[config.mk]
export PLATFORM = sky130hd
export DESIGN_NAME = seg7_mux_counter
export DESIGN_NICKNAME = d
export VERILOG_FILES = /design/src/rtl/seg7_mux_counter.sv
export SDC_FILE = /design/constraint.sdc
export NUM_CORES = 1
export LEC_CHECK = 0
export CAP_MARGIN = 5
export CORE_MARGIN = 2
export CORE_UTILIZATION = 50
export DETAILED_ROUTE_END_ITERATION = 12
export PLACE_DENSITY = 0.88
export REMOVE_ABC_BUFFERS = 1
export SLEW_MARGIN = 20
export SYNTH_ARGS = -nofsm -noshare
export SYNTH_HDL_FRONTEND = slang
export SYNTH_SLANG_ARGS = --single-unit
[constraint.sdc]
create_clock -name clk -period 2.35 [get_ports clk]
set_clock_uncertainty 0.2 [all_clocks]
set_input_delay 0.47 -clock clk [delete_from_list [all_inputs] [get_ports clk]]
set_output_delay 0.47 -clock clk [all_outputs]
set_load 0.005 [all_outputs]
[src/rtl/seg7_mux_counter.sv]
// Multi-digit BCD/hex up-counter with a time-multiplexed, registered 7-segment display driver.
// One instance per display; scans one digit per SCAN_DIV clocks with optional leading-zero blanking.
module seg7_mux_counter #(
  parameter int unsigned NUM_DIGITS     = 4,
  parameter int unsigned TICK_DIV       = 32'h400000,
  parameter int unsigned SCAN_DIV       = 4096,
  parameter bit          DECIMAL        = 1'b1,
  parameter bit          SEG_ACTIVE_LOW = 1'b1,
  parameter bit          DIG_ACTIVE_LOW = 1'b1
) (
  input  logic                    clk,
  input  logic                    rst_n,
  input  logic                    en,
  input  logic                    clr,
  input  logic                    load,
  input  logic [4*NUM_DIGITS-1:0] load_value,
  input  logic                    blank_lz,
  output logic [4*NUM_DIGITS-1:0] value,
  output logic                    wrap,
  output logic [6:0]              seg_out,
  output logic [NUM_DIGITS-1:0]   dig_sel
);

  localparam int unsigned VW = 4 * NUM_DIGITS;
  localparam int unsigned TW = $clog2(TICK_DIV);
  localparam int unsigned SW = (SCAN_DIV > 1) ? $clog2(SCAN_DIV) : 1;
  localparam int unsigned IW = (NUM_DIGITS > 1) ? $clog2(NUM_DIGITS) : 1;
  localparam logic [6:0]            SEG_OFF = SEG_ACTIVE_LOW ? 7'h7F : 7'h00;
  localparam logic [NUM_DIGITS-1:0] DIG_OFF = DIG_ACTIVE_LOW ? {NUM_DIGITS{1'b1}} : '0;

  logic [TW-1:0]         tick_cnt;
  logic [SW-1:0]         scan_cnt;
  logic [IW-1:0]         scan_idx;
  logic                  tick_c;
  logic                  carry_out_c;
  logic [VW-1:0]         inc_value_c;
  logic [3:0]            cur_nib_c;
  logic                  cur_blank_c;
  logic [6:0]            seg_c;
  logic [NUM_DIGITS-1:0] dig_c;

  // Active-high g..a pattern; decimal mode shows non-BCD nibbles as blank
  function automatic logic [6:0] seg_encode(input logic [3:0] nib);
    logic [6:0] s;
    case (nib)
      4'h0: s = 7'h3F;
      4'h1: s = 7'h06;
      4'h2: s = 7'h5B;
      4'h3: s = 7'h4F;
      4'h4: s = 7'h66;
      4'h5: s = 7'h6D;
      4'h6: s = 7'h7D;
      4'h7: s = 7'h07;
      4'h8: s = 7'h7F;
      4'h9: s = 7'h6F;
      4'hA: s = 7'h77;
      4'hB: s = 7'h7C;
      4'hC: s = 7'h39;
      4'hD: s = 7'h5E;
      4'hE: s = 7'h79;
      default: s = 7'h71;
    endcase
    if (DECIMAL && (nib > 4'd9)) s = 7'h00;
    return s;
  endfunction

  assign tick_c = en && (tick_cnt == TW'(TICK_DIV - 1));

  // Ripple increment; in decimal mode any nibble >= 9 (including illegal loaded ones) rolls over
  always_comb begin : incr
    logic carry;
    carry       = 1'b1;
    inc_value_c = value;
    for (int unsigned i = 0; i < NUM_DIGITS; i++) begin
      if (carry) begin
        if (DECIMAL ? (value[4*i +: 4] >= 4'd9) : (value[4*i +: 4] == 4'hF)) begin
          inc_value_c[4*i +: 4] = 4'd0;
        end else begin
          inc_value_c[4*i +: 4] = value[4*i +: 4] + 4'd1;
          carry = 1'b0;
        end
      end
    end
    carry_out_c = carry;
  end

  // Pick the scanned nibble and decide whether it is a blanked leading zero
  always_comb begin : pick
    logic zero_above;
    zero_above  = 1'b1;
    cur_nib_c   = 4'd0;
    cur_blank_c = 1'b0;
    for (int i = int'(NUM_DIGITS) - 1; i >= 0; i--) begin
      zero_above = zero_above && (value[4*i +: 4] == 4'd0);
      if (scan_idx == IW'(i)) begin
        cur_nib_c   = value[4*i +: 4];
        cur_blank_c = blank_lz && (i > 0) && zero_above;
      end
    end
    seg_c = cur_blank_c ? 7'h00 : seg_encode(cur_nib_c);
    for (int unsigned i = 0; i < NUM_DIGITS; i++) begin
      dig_c[i] = (scan_idx == IW'(i));
    end
  end

  // Count path: clr > load > tick
  always_ff @(posedge clk or negedge rst_n) begin
    if (!rst_n) begin
      tick_cnt <= '0;
      value    <= '0;
      wrap     <= 1'b0;
    end else begin
      wrap <= 1'b0;
      if (clr) begin
        tick_cnt <= '0;
        value    <= '0;
      end else if (load) begin
        tick_cnt <= '0;
        value    <= load_value;
      end else begin
        if (en) tick_cnt <= tick_c ? '0 : tick_cnt + TW'(1);
        if (tick_c) begin
          value <= inc_value_c;
          wrap  <= carry_out_c;
        end
      end
    end
  end

  // Digit scan runs regardless of en/clr/load
  always_ff @(posedge clk or negedge rst_n) begin
    if (!rst_n) begin
      scan_cnt <= '0;
      scan_idx <= '0;
    end else if (scan_cnt == SW'(SCAN_DIV - 1)) begin
      scan_cnt <= '0;
      scan_idx <= (scan_idx == IW'(NUM_DIGITS - 1)) ? '0 : scan_idx + IW'(1);
    end else begin
      scan_cnt <= scan_cnt + SW'(1);
    end
  end

  // Output register applies pin polarity
  always_ff @(posedge clk or negedge rst_n) begin
    if (!rst_n) begin
      seg_out <= SEG_OFF;
      dig_sel <= DIG_OFF;
    end else begin
      seg_out <= SEG_ACTIVE_LOW ? ~seg_c : seg_c;
      dig_sel <= DIG_ACTIVE_LOW ? ~dig_c : dig_c;
    end
  end

endmodule

Yosys cells after proc, flatten, opt, wreduce, memory -nomap -nowiden
Memories as Yosys holds them, arrays and structs flattened.
Index checks and enable logic that the tools add are counted.
{ "word_totals": {"register_bits": 64, "rom_bits": 112, "wordCells": 84, "memories": 1} }
{ "op_classes": {"add_sub_neg": 7, "order_cmp": 5, "n_eq_ne": 5, "mux": 36, "bitwise_logic": 2, "reduce_logical": 18} }
{ "memory_table": {"columns": ["memory", "words", "width", "read_ports", "rd_ports_with_merged_regs", "wr", "line", "source"], "rows": [
  ["(no name shown)", 16, 7, 1, 0, 0, "45", "case (nib)"]
]} }
{ "op_table": {"columns": ["op", "count"], "rows": [
  ["2-to-1 mux 22 bit", 4],
  ["2-to-1 mux 16 bit", 3],
  ["2-to-1 mux 4 bit", 11],
  ["adder 22 x 1 -> 22 bit (second input constant)", 1],
  ["equality test 22 bit (second input constant)", 1],
  ["adder 4 x 1 -> 4 bit (second input constant)", 4],
  [">= comparator 4 bit (second input constant)", 4],
  ["nonzero test 3 bit", 5],
  ["2-to-1 mux 1 bit", 14],
  ["2-to-1 mux 7 bit", 2],
  ["adder 12 x 1 -> 12 bit (second input constant)", 1],
  ["equality test 12 bit (second input constant)", 1],
  ["zero test 4 bit", 3],
  ["2-to-1 mux 12 bit", 1],
  ["NOT 7 bit", 1],
  ["logical AND 1 bit", 6],
  ["AND reduction 2 bit", 3],
  ["equality test 2 bit (second input constant)", 2],
  ["greater-than comparator 4 bit (second input constant)", 1],
  ["NOT 4 bit", 1],
  ["adder 2 x 1 -> 2 bit (second input constant)", 1],
  ["equality test 2 x 1 -> 1 bit (second input constant)", 1],
  ["zero test 2 bit", 1],
  ["2-to-1 mux 2 bit", 1]
]} }

Depth between registers and ports, before layout
{ "depth": {"ltp_word": 9, "ltp_mapped": 11, "depth_no_buf": 10} }

Worst setup path before layout
OpenSTA, ideal clock, no wires.
{ "synth_path": {"path_kind": "reg-to-reg", "from": "register scan_idx[0]", "to": "register seg_out[6]", "setup_ns": 0.082, "arrival_ns": 2.244, "required_ns": 2.068, "path_slack_ns": -0.176, "stages_incl_launch_ff": 11, "n_path_buf": 0, "period_less_slack_ns": 2.526, "path_cell_list": "dfrtp_1 -> inv_1 -> ha_1 -> nand2b_2 -> o22ai_1 -> nor2_1 -> inv_1 -> ha_1 -> a311oi_1 -> a221oi_4 -> o211ai_1"} }
{ "synth_via": {"elab_chain_len": 9, "elab_cells_between_ends": 17, "classes_between": "1 x order compare; 3 x eq/ne; 10 x mux; 1 x bitwise; 1 x reduce/logical; 1 x memory"} }
{ "synth_lines": {"columns": ["element", "line", "source"], "rows": [
  ["start: declaration", "33", "logic [IW-1:0] scan_idx;"],
  ["start signal: assignment", "137", "scan_idx <= (scan_idx == IW'(NUM_DIGITS - 1)) ? '0 : scan_idx + IW'(1);"],
  ["equality test 2 bit", "95", "if (scan_idx == IW'(i)) begin"],
  ["2-to-1 mux 4 bit (4 in series)", "95", null],
  ["memory (16 x 7 bit) / greater-than comparator 4 bit (equally long branches)", null, null],
  ["2-to-1 mux 7 bit", "63", "if (DECIMAL && (nib > 4'd9)) s = 7'h00;"],
  ["2-to-1 mux 7 bit *", "100", "seg_c = cur_blank_c ? 7'h00 : seg_encode(cur_nib_c);"],
  ["NOT 7 bit *", "149", "seg_out <= SEG_ACTIVE_LOW ? ~seg_c : seg_c;"],
  ["end signal: assignment", "149", null],
  ["end: declaration", "20", "output logic [6:0] seg_out,"]
]} }
Every way passes the cells marked *; elsewhere a longest branch is shown, timed or not.
A chain may end at the register's enable or synchronous reset.

Worst setup path after layout
{ "layout_path": {"from": "register scan_idx[0]", "to": "register seg_out[5]"} }
Same word-level chain as after synthesis.

==> out/qor.yml <==
finalMaxSlewViolations: 0
die_height_um: 92.7
drtIter0Drc: 395
path_max_fanout: 6
groute.usage.overall: 0.250
place.gp.congestion: 0.918
fin_ws_ps: -99.5
grt_max_degree: 24
p_switching_w: 0.000700
routedWlPerCell_um: 19.1
drive_gt1_frac: 0.224
die_w_um: 92.7
cts_root_buf: "clkbuf_8"
fin_crit_sh: 1.04
vdd_drop_max_v: 0.000273
power_frac_comb: 0.159
cts_buffers: 9
avgSynthCellArea_um2: 9.55
critPathRequiredTime_ps: 2400
cts.reportedPaths.clkPinSlew_ps: 80
port_buffers: 49
syn_to_final_growth_pct: 32.0
critPathCaptureType: "register"
n_antenna_cell: 0
cp-start-kind: "register"
n_fill_cell: 523
first_pass_iters: 7
vias: 3755
critPathKind: "register to register"
async_reset_ff_frac: 1.00
fin_hold_ws_ps: 285
initial_core_util: 0.512
grt_antenna_before_repair: 0
p_clk_frac: 0.403
p_leak_nw: 2.19
wirelength_mm: 11.6
synth_edf_count: 0
synth-seq-cells: 64
netlist_area_um2: 3940
switching_share: 0.258
violations: "setup timing"
ys_warn_count: 0
drc: 0
hold_viol: 0
num_io_pins: 50
setup_viol: 7
cts_sinks: 64
p_per_area_nw_per_um2: 522
pre_cts_ws_ps: -162
p_int_w: 0.00202
nets: 550
rsz0062_at_grt: "true"
syn_inst: 412
std_cell_rows: 32
seq_area_frac_synth: 0.410
arrival_ps: 2500
netlist-cell-type-count: 72
ant_nets: 0
clk_latency_ps: 350
slew_headroom: 0.633
overflow: 0
status: "finished, violations left"
p_seq_frac: 0.438
die-area_um2: 8600
min_path_type: "register to register"
dp_hpwl_mm: 7.24
drv_cap: 0
viasPerCell: 6.15
htree_levels: 3
cts_tree: "done"
ctsLongestPathBuffers: 2
period_needed_ps: 2450
core_area_um2: 7690
grt_pass1_wl_mm: 17.0
grt_pass1_vias: 3556
ys.flop_type: "dfrtp_1"
fmax_mhz: 408
tightestPinTransition_ps: 551
registers in the layout (all words and copies together) (netlist names):
name	flops
wrap	1
value	16
scan_idx	2
dig_sel	4
tick_cnt	22
scan_cnt	12
seg_out	7
per-layer routing:
layer	track usage	wire length [um]	share of wire	vias to the layer above
li1	-	-	-	1640
met5	0	0	0	-
met4	0.146	685	0.059	0
met1	0.306	4310	0.37	1777
met2	0.412	5580	0.48	269
met3	0.0480	1070	0.092	69
power by group through the flow:
stage,Combinational [W],Sequential [W],Clock [W]
2_1_floorplan,0.000156,0.00120,0
3_3_place_gp,0.000373,0.00121,0
3_5_place_dp,0.000386,0.00121,0
4_1_cts,0.000396,0.00119,0.00110
5_1_grt,0.000460,0.00119,0.00114
6_report,0.000432,0.00119,0.00109
worst max-delay path: stages (launching register included):
cell and delay (ps):
dfrtp_1 410, inv_2 80, ha_2 220, a211o_1 270
a21oi_2 160, buf_4 130, buf_4 130, o211ai_4 130
a221oi_4 430, o2111ai_1 190
path summary, 6_finish.rpt:
path,startpoint,endpoint,slack (ps),depth (start not counted)
max reg2reg,scan_idx[0]$_DFFE_PN0N_,seg_out[5]$_DFF_PN1_,-100,9
max,scan_idx[0]$_DFFE_PN0N_,seg_out[5]$_DFF_PN1_,-100,9
min reg2reg,scan_cnt[0]$_DFF_PN0_,scan_cnt[0]$_DFF_PN0_,280,1
min,scan_cnt[0]$_DFF_PN0_,scan_cnt[0]$_DFF_PN0_,280,1
max in group asynchronous,rst_n,tick_cnt[4]$_DFFE_PN0P_,810,3
min in group asynchronous,rst_n,scan_cnt[0]$_DFF_PN0_,440,2
repair_timing:
item | CTS | global route
endpoints found under the setup margin | 25 | 11
gates resized for setup | 6 | 24
pin swaps | 2 | 8
hold buffers | 1 | 0
endpoints found under the hold margin | 10 | 0
setup buffers | 1 | 8
through the flow:
stage / TNS (ps) / util / total power [W] / area, um2 / instances
global placement: -248 / 0.618 / 0.00158 / 4750 / 585
detailed placement: -1440 / 0.618 / 0.00159 / 4750 / 585
floorplan: -1640 / - / 0.00136 / 3850 / 398
finish: -467 / 0.676 / 0.00272 / 5200 / 611
CTS: 0 / 0.653 / 0.00268 / 5020 / 603
global route: -1110 / 0.676 / 0.00280 / 5200 / 611
area by class of cell:
class,instances,area (um2),share of cell area
clock buffers,13,159,0.0306
well taps,102,128,0.0246
inverters,31,116,0.0224
repair buffers,95,853,0.164
multi-input cells,303,2260,0.435
flip-flops and latches,64,1620,0.311
clock inverters,3,65.1,0.0125
logic make-up after synthesis:
group                      count (synthesis)  synth area share
and+or+nand+nor                          166             0.224
AOI/OAI and AO/OA                         79             0.161
DFF                                       64             0.410
buffers and inverters                     45            0.0509
xor gates and xnor gates                  29            0.0645
adders and majority gates                 24            0.0763
muxes                                      5            0.0130
synth_stat cells, types with 2 or more instances:
cell	count	area share
a211o_1	2	0.0045
a211oi_1	6	0.011
a21oi_1	14	0.018
a221oi_2	3	0.011
a311oi_1	2	0.0045
a31o_2	2	0.0045
a31oi_1	3	0.0048
and2_1	3	0.0048
and3_1	5	0.0079
and4_1	2	0.0045
buf_2	4	0.0051
buf_6	3	0.0086
clkbuf_1	5	0.0048
dfrtp_1	53	0.34
dfstp_2	11	0.073
ha_1	24	0.076
inv_1	30	0.029
mux2i_1	4	0.010
nand2_1	31	0.030
nand2b_1	3	0.0048
nand3_1	21	0.027
nand3_2	2	0.0051
nand3b_1	3	0.0057
nand4_1	11	0.017
nor2_1	52	0.050
nor2b_1	3	0.0048
nor3_1	10	0.013
nor4_1	2	0.0032
nor4b_1	2	0.0045
o2111ai_1	5	0.011
o211ai_1	9	0.017
o21ai_0	10	0.013
o21ai_1	4	0.0051
o22ai_1	2	0.0032
or3_1	2	0.0032
xnor2_1	14	0.031
xor2_1	15	0.033
layout by cell type, fill, tap and decap left out, types with 4 or more instances in the layout:
cell             synthesis  routed
o21ai_0                 10      10
clkdlybuf4s50_1          0      48
ha_4                     0       5
ha_1                    24      18
o2111ai_1                5       4
clkbuf_8                 0      11
a211oi_1                 6       6
inv_1                   30      26
nand3_1                 21      21
buf_4                    1      42
nor3_1                  10      10
inv_2                    1       5
xnor2_1                 14      14
mux2i_1                  4       4
o211ai_1                 9       9
nand2_1                 31      31
dfrtp_1                 53      53
nand4_1                 11      11
a21oi_1                 14      13
o21ai_1                  4       4
and3_1                   5       5
nor2_1                  52      51
xor2_1                  15      15
dfstp_2                 11      11
Power figures use the tool's default switching activity.
